[config.mk]
export PLATFORM = sky130hd
export DESIGN_NAME = psk_symbol_mapper
export DESIGN_NICKNAME = d
export VERILOG_FILES = /design/src/rtl/psk_pkg.sv /design/src/rtl/psk_point_map.sv /design/src/rtl/psk_symbol_mapper.sv
export SDC_FILE = /design/constraint.sdc
export NUM_CORES = 1
export LEC_CHECK = 0
export CAP_MARGIN = 20
export CORE_ASPECT_RATIO = 2
export CORE_MARGIN = 2
export CORE_UTILIZATION = 50
export DETAILED_ROUTE_END_ITERATION = 7
export PLACE_DENSITY = 0.74
export SLEW_MARGIN = 10
export SYNTH_ARGS = -nofsm -noshare
export SYNTH_HDL_FRONTEND = slang
export SYNTH_HIERARCHICAL = 1
export SYNTH_SLANG_ARGS = --single-unit
[constraint.sdc]
create_clock -name clk -period 1.9 [get_ports clk]
set_input_delay 0.19 -clock clk [delete_from_list [all_inputs] [get_ports clk]]
set_output_delay 0.19 -clock clk [all_outputs]
set_load 0.1 [all_outputs]
[src/rtl/psk_pkg.sv]
// rtl/psk_pkg.sv - shared PSK type codes, amplitudes and bits-per-symbol helper
//
// Purpose: constants and small helpers shared by the PSK mapper and the
// hard decision decoder, so both sides agree on codes and constellation.
// Ports: none (package).

package psk_pkg;

  // psk_type codes as seen on the psk_type bus.
  typedef enum logic [2:0] {
    QPSK  = 3'b001,
    PSK_8 = 3'b010
  } psk_type_e;

  // Internal latched modulation; any unknown psk_type code falls back to QPSK.
  typedef enum logic {
    MODE_QPSK = 1'b0,
    MODE_8PSK = 1'b1
  } psk_mode_e;

  // Output sequencer phase at 2 samples/symbol.
  typedef enum logic {
    PH_EVEN = 1'b0,
    PH_ODD  = 1'b1
  } phase_e;

  localparam int AMP_QPSK_DEFAULT = 180;
  localparam int AMP_HI_DEFAULT   = 256;
  localparam int AMP_LO_DEFAULT   = 98;

  function automatic psk_mode_e to_mode(input logic [2:0] psk_type);
    return (psk_type == PSK_8) ? MODE_8PSK : MODE_QPSK;
  endfunction

  function automatic logic [1:0] bits_per_symbol(input psk_mode_e mode);
    return (mode == MODE_8PSK) ? 2'd3 : 2'd2;
  endfunction

endpackage

[src/rtl/psk_point_map.sv]
// rtl/psk_point_map.sv - combinational symbol to constellation point mapper
//
// Purpose: maps a QPSK (2-bit) or 8-PSK (3-bit) symbol onto the same I/Q
// points the hard decision decoder emits.
// Ports:
//   mode_8psk_i  1         1 = 8-PSK, 0 = QPSK
//   sym_i        3         symbol, first received bit in the MSB used
//                          (QPSK uses sym_i[1:0], 8-PSK uses sym_i[2:0])
//   i_o / q_o    IQ_WIDTH  signed constellation point

module psk_point_map #(
  parameter int IQ_WIDTH = 10,
  parameter int AMP_QPSK = 180,
  parameter int AMP_HI   = 256,
  parameter int AMP_LO   = 98
) (
  input  logic                       mode_8psk_i,
  input  logic [2:0]                 sym_i,
  output logic signed [IQ_WIDTH-1:0] i_o,
  output logic signed [IQ_WIDTH-1:0] q_o
);

  localparam logic signed [IQ_WIDTH-1:0] P_QPSK = IQ_WIDTH'(AMP_QPSK);
  localparam logic signed [IQ_WIDTH-1:0] N_QPSK = IQ_WIDTH'(-AMP_QPSK);
  localparam logic signed [IQ_WIDTH-1:0] P_HI   = IQ_WIDTH'(AMP_HI);
  localparam logic signed [IQ_WIDTH-1:0] N_HI   = IQ_WIDTH'(-AMP_HI);
  localparam logic signed [IQ_WIDTH-1:0] P_LO   = IQ_WIDTH'(AMP_LO);
  localparam logic signed [IQ_WIDTH-1:0] N_LO   = IQ_WIDTH'(-AMP_LO);

  always_comb begin
    i_o = '0;
    q_o = '0;
    if (mode_8psk_i) begin
      // b2/b1 pick the quadrant, b0 picks which axis carries the large magnitude.
      if (sym_i[0]) begin
        i_o = sym_i[2] ? P_HI : N_HI;
        q_o = sym_i[1] ? P_LO : N_LO;
      end else begin
        i_o = sym_i[2] ? P_LO : N_LO;
        q_o = sym_i[1] ? P_HI : N_HI;
      end
    end else begin
      i_o = sym_i[1] ? P_QPSK : N_QPSK;
      q_o = sym_i[0] ? P_QPSK : N_QPSK;
    end
  end

endmodule

[src/rtl/psk_symbol_mapper.sv]
// rtl/psk_symbol_mapper.sv - serial bit stream to QPSK/8-PSK IQ samples at 2 sps
//
// Purpose: packs input bits into symbols, maps them to constellation points and
// emits point / zero sample pairs on the sample strobe.
// Ports:
//   clk, reset_n       clock, asynchronous active-low reset
//   psk_type   in  3   001 QPSK, 010 8-PSK, others QPSK (sampled per symbol)
//   i_bit_val  in  1   input bit valid
//   i_bit      in  1   input bit, symbol MSB first
//   o_bit_rdy  out 1   a bit can be accepted this cycle
//   i_smp_en   in  1   output sample strobe
//   o_val      out 1   i_smp_en delayed by one cycle
//   o_data_I/Q out IQ_WIDTH signed output sample (registered)
//   o_underflow out 1  pulse: even slot found no symbol in hold

module psk_symbol_mapper
  import psk_pkg::*;
#(
  parameter int IQ_WIDTH = 10,
  parameter int AMP_QPSK = AMP_QPSK_DEFAULT,
  parameter int AMP_HI   = AMP_HI_DEFAULT,
  parameter int AMP_LO   = AMP_LO_DEFAULT
) (
  input  logic                       clk,
  input  logic                       reset_n,
  input  logic [2:0]                 psk_type,
  input  logic                       i_bit_val,
  input  logic                       i_bit,
  output logic                       o_bit_rdy,
  input  logic                       i_smp_en,
  output logic                       o_val,
  output logic signed [IQ_WIDTH-1:0] o_data_I,
  output logic signed [IQ_WIDTH-1:0] o_data_Q,
  output logic                       o_underflow
);

  // Bit assembly
  logic [1:0]                 cnt_q, cnt_d;
  logic [2:0]                 sr_q, sr_d;
  psk_mode_e                  mode_q, mode_d;
  // One-symbol hold buffer between assembly and the sequencer
  logic                       hold_full_q, hold_full_d;
  logic signed [IQ_WIDTH-1:0] hold_i_q, hold_i_d;
  logic signed [IQ_WIDTH-1:0] hold_q_q, hold_q_d;
  // Output sequencer and registered outputs
  phase_e                     phase_q, phase_d;
  logic                       val_q, val_d;
  logic signed [IQ_WIDTH-1:0] data_i_q, data_i_d;
  logic signed [IQ_WIDTH-1:0] data_q_q, data_q_d;
  logic                       uf_q, uf_d;

  logic [1:0]                 bps;
  logic                       bit_acc;
  logic                       sym_done;
  logic                       consume;
  logic                       xfer;
  logic signed [IQ_WIDTH-1:0] map_i, map_q;

  assign bps       = bits_per_symbol(mode_q);
  assign o_bit_rdy = (cnt_q != bps);
  assign bit_acc   = i_bit_val && o_bit_rdy;
  assign sym_done  = (cnt_q == bps);
  // Hold may be refilled in the same cycle the sequencer drains it.
  assign xfer      = sym_done && (!hold_full_q || consume);

  psk_point_map #(
    .IQ_WIDTH (IQ_WIDTH),
    .AMP_QPSK (AMP_QPSK),
    .AMP_HI   (AMP_HI),
    .AMP_LO   (AMP_LO)
  ) u_point_map (
    .mode_8psk_i (mode_q == MODE_8PSK),
    .sym_i       (sr_q),
    .i_o         (map_i),
    .q_o         (map_q)
  );

  // ---------------- bit assembly and hold ----------------
  always_comb begin
    cnt_d       = cnt_q;
    sr_d        = sr_q;
    mode_d      = mode_q;
    hold_full_d = hold_full_q;
    hold_i_d    = hold_i_q;
    hold_q_d    = hold_q_q;

    // Mode is only sampled between symbols so a mid-symbol change waits.
    if (cnt_q == 2'd0) begin
      mode_d = to_mode(psk_type);
    end

    if (xfer) begin
      cnt_d = 2'd0;
    end else if (bit_acc) begin
      cnt_d = cnt_q + 2'd1;
    end

    if (bit_acc) begin
      sr_d = {sr_q[1:0], i_bit};
    end

    if (xfer) begin
      hold_full_d = 1'b1;
      hold_i_d    = map_i;
      hold_q_d    = map_q;
    end else if (consume) begin
      hold_full_d = 1'b0;
    end
  end

  always_ff @(posedge clk or negedge reset_n) begin
    if (!reset_n) begin
      cnt_q       <= 2'd0;
      sr_q        <= 3'd0;
      mode_q      <= MODE_QPSK;
      hold_full_q <= 1'b0;
      hold_i_q    <= '0;
      hold_q_q    <= '0;
    end else begin
      cnt_q       <= cnt_d;
      sr_q        <= sr_d;
      mode_q      <= mode_d;
      hold_full_q <= hold_full_d;
      hold_i_q    <= hold_i_d;
      hold_q_q    <= hold_q_d;
    end
  end

  // ---------------- output sequencer ----------------
  always_ff @(posedge clk or negedge reset_n) begin
    if (!reset_n) begin
      phase_q <= PH_EVEN;
    end else begin
      phase_q <= phase_d;
    end
  end

  always_comb begin
    phase_d = phase_q;
    if (i_smp_en) begin
      phase_d = (phase_q == PH_EVEN) ? PH_ODD : PH_EVEN;
    end
  end

  always_comb begin
    consume  = 1'b0;
    uf_d     = 1'b0;
    val_d    = i_smp_en;
    data_i_d = data_i_q;
    data_q_d = data_q_q;
    if (i_smp_en) begin
      // Odd slots and starved even slots both emit a null sample.
      data_i_d = '0;
      data_q_d = '0;
      if (phase_q == PH_EVEN) begin
        if (hold_full_q) begin
          consume  = 1'b1;
          data_i_d = hold_i_q;
          data_q_d = hold_q_q;
        end else begin
          uf_d = 1'b1;
        end
      end
    end
  end

  always_ff @(posedge clk or negedge reset_n) begin
    if (!reset_n) begin
      val_q    <= 1'b0;
      data_i_q <= '0;
      data_q_q <= '0;
      uf_q     <= 1'b0;
    end else begin
      val_q    <= val_d;
      data_i_q <= data_i_d;
      data_q_q <= data_q_d;
      uf_q     <= uf_d;
    end
  end

  assign o_val       = val_q;
  assign o_data_I    = data_i_q;
  assign o_data_Q    = data_q_q;
  assign o_underflow = uf_q;

endmodule
==> impl_metrics.json <==
{
  "cpPeakStageDelay_ns": 0.41,
  "synth.distinct_cells": 31,
  "gr-usage-all-layers": 0.1697,
  "cts_tree": "built",
  "r2r_slack_ns": 0.28,
  "crit_arrival_ns": 1.80,
  "cts_resized": 0,
  "synth-edff-count": 0,
  "outcome": "completed",
  "synth-async-reset-ratio": 1.000,
  "grt_max_degree": 28,
  "root_buffer": "clkbuf_8",
  "grt_pass1_vias": 1453,
  "critical_path_class": "register to register",
  "finalSetupTns_ns": 0,
  "syn_area_um2": 2161,
  "io_buffers": 30,
  "yosys-top-cells-count": "dfrtp_1, nand2_1, inv_1",
  "nets": 237,
  "crit_fanout": 21,
  "synth.top_cell.area_share": 0.5790,
  "slew_violations": 0,
  "synthFlopType": "dfrtp_1",
  "wirelength_um": 3508,
  "syn2layout_area_growth_pct": 18.12,
  "syn_inst": 194,
  "grt_antenna_before_repair": 0,
  "worstRegToRegCells": 4,
  "drcViolationCount": 0,
  "cts_sinks": 50,
  "final_cell_area_um2": 2552,
  "fin_crit_sh": 0.8524,
  "rsz0062_at_grt": "no",
  "max_slew_margin": 0.6214,
  "start_kind": "register",
  "dpl_cell_area_um2": 2466,
  "syn_avg_cell_area_um2": 11.14,
  "start_util": 0.5233,
  "num_vias": 1366,
  "required_ns": 2.08,
  "cp_slowest_cell": "dfrtp_1",
  "cap_violations": 0,
  "end_kind": "register",
  "pin_count": 31,
  "synth_top_cell_by_area": "dfrtp_1",
  "yosysWarnings": 6,
  "cp_cell_sequence": "nand2b_2, a211oi_2, buf_12, mux2_2",
  "worst_pin_slew_ns": 0.5679,
  "grt_overflow": 0,
  "timing.final.crit_period_ns": 1.619,
  "dr.pass1.iters": 3,
  "gp_congestion": 0.7716,
  "cts_buffer_depth": 2,
  "fp-row-count": 33,
  "hpwl_um": 2495,
  "max_freq_ghz": 0.6175,
  "dieWidth_um": 50.49,
  "ant_nets": 0,
  "fin_skew_ns": 0.002167,
  "post-synth-top-count-cell": "dfrtp_1",
  "critPathTopFamily": "flip-flops",
  "dr.first_iter.drc_count": 10,
  "antennaDiodeCount": 0,
  "grt_pass1_wl_um": 6334,
  "numCtsBuffers": 5,
  "synth_area_leaders": "dfrtp_1, mux2_2, o21ai_0",
  "worstReg2RegEnd": "hold_q_q[4]",
  "vias_per_cell": 4.879,
  "synth_seq_cells": 50,
  "die_area_um2": 4896,
  "core_um2": 4129,
  "crit_buf_inv": 1,
  "seq_area_frac_synth": 0.5790,
  "worstReg2RegStart": "phase_q",
  "clk_latency_ns": 0.29,
  "hp-class": "input port to asynchronous set/reset pin",
  "wl_per_cell_um": 12.53,
  "cts_max_level": 2,
  "hold_viol": 0,
  "finalSetupViolations": 0,
  "drive_above_1_share": 0.2939,
  "clk_pin_slew_ns": 0.08,
  "die_h_um": 96.97
}
==> flip-flops by register name, summed over array words and instances, names as in the netlist <==
| signal | flops |
|---|---|
| hold_full_q | 1 |
| o_data_Q | 10 |
| o_data_I | 10 |
| hold_q_q | 10 |
| mode_q | 1 |
| phase_q | 1 |
| sr_q | 3 |
| o_underflow | 1 |
| o_val | 1 |
| hold_i_q | 10 |
| cnt_q | 2 |
==> through the flow <==
stage	hold WS, ns	util	setup WS [ns]	cells
after floorplan	-0.1056	-	0.2693	195
after global placement	0.2072	0.5973	0.1469	272
after detailed placement	0.2232	0.5973	0.1074	272
after CTS	0.4358	0.6182	0.2727	280
after global routing	0.4661	0.6182	0.2181	280
final	0.4144	0.6182	0.2805	280
==> layer usage <==
metal,vias up,GRT usage,share of wire
li1,684,-,-
met4,0,0.08108,0.023
met1,655,0.1795,0.42
met5,-,0,0
met3,6,0.03704,0.029
met2,21,0.3047,0.53
==> area by class of cell <==
class                           instances  area, um^2
Inverter                               26       97.59
Timing Repair Buffer                   38       337.8
Clock buffer                            7       76.32
Sequential cell                        50        1251
Multi-Input combinational cell        107       724.4
Tap cell                               52       65.06
Fill cell                             360        1577
==> worst max-delay path by stage <==
stage | start | to | depth (start not counted)
5_1_grt | phase_q | hold_i_q[8] | 4
4_1_cts | phase_q | hold_q_q[4] | 4
2_1_floorplan | mode_q | cnt_q[1] | 3
3_5_place_dp | i_smp_en | hold_q_q[4] | 5
3_3_place_gp | i_smp_en | hold_i_q[4] | 5
6_report | phase_q | hold_q_q[4] | 4
==> worst register-to-register path: cells and delay by family (launching register included) <==
| family | cells | cell delay, ns |
|---|---|---|
| compound gates | 1 | 0.31 |
| buf+inv | 1 | 0.21 |
| mux | 1 | 0.36 |
| simple gates | 1 | 0.22 |
| flops | 1 | 0.41 |
==> repair_timing <==
| action | CTS | global route |
|---|---|---|
| setup buffers | 0 | 0 |
| endpoints found under the setup margin | 0 | 0 |
| hold buffers | 1 | 0 |
| endpoints found under the hold margin | 23 | 0 |
==> logic make-up (layout without fill, tap and decap cells) <==
group                      Yosys count  in the layout  synth area share
AOI/OAI and AO/OA                   40             40            0.1054
xor gates and xnor gates             3              3           0.01216
adders and majority gates            1              1          0.005789
buffers and inverters               38             71           0.08743
DFF                                 50             50            0.5790
muxes                               25             25            0.1291
other                                1              2          0.001735
and+or+nand+nor                     36             36           0.07934
==> placed cells by master, fill, tap and decap left out <==
cell,count
nand2_1,25
dfrtp_1,50
o22ai_1,2
dlygate4sd3_1,1
nand3_1,1
buf_4,27
buf_2,1
clkbuf_8,5
ha_1,1
and2_4,1
xnor2_1,1
nor2_2,1
mux2i_1,2
mux2_2,23
o21ai_0,23
o21ai_1,3
buf_12,3
nand2b_1,1
nand2b_2,2
xor2_1,2
clkbuf_1,2
and3b_1,1
inv_1,24
nor2b_1,1
a21boi_0,1
a211oi_2,1
conb_1,2
a21o_1,4
inv_2,2
a21boi_1,2
nor2_1,2
clkdlybuf4s50_1,6
nand3b_2,1
a21oi_1,4
Power is left out: the tool's default activity adds up to more than one toggle a clock period on the data nets, which glitch-free logic cannot reach.
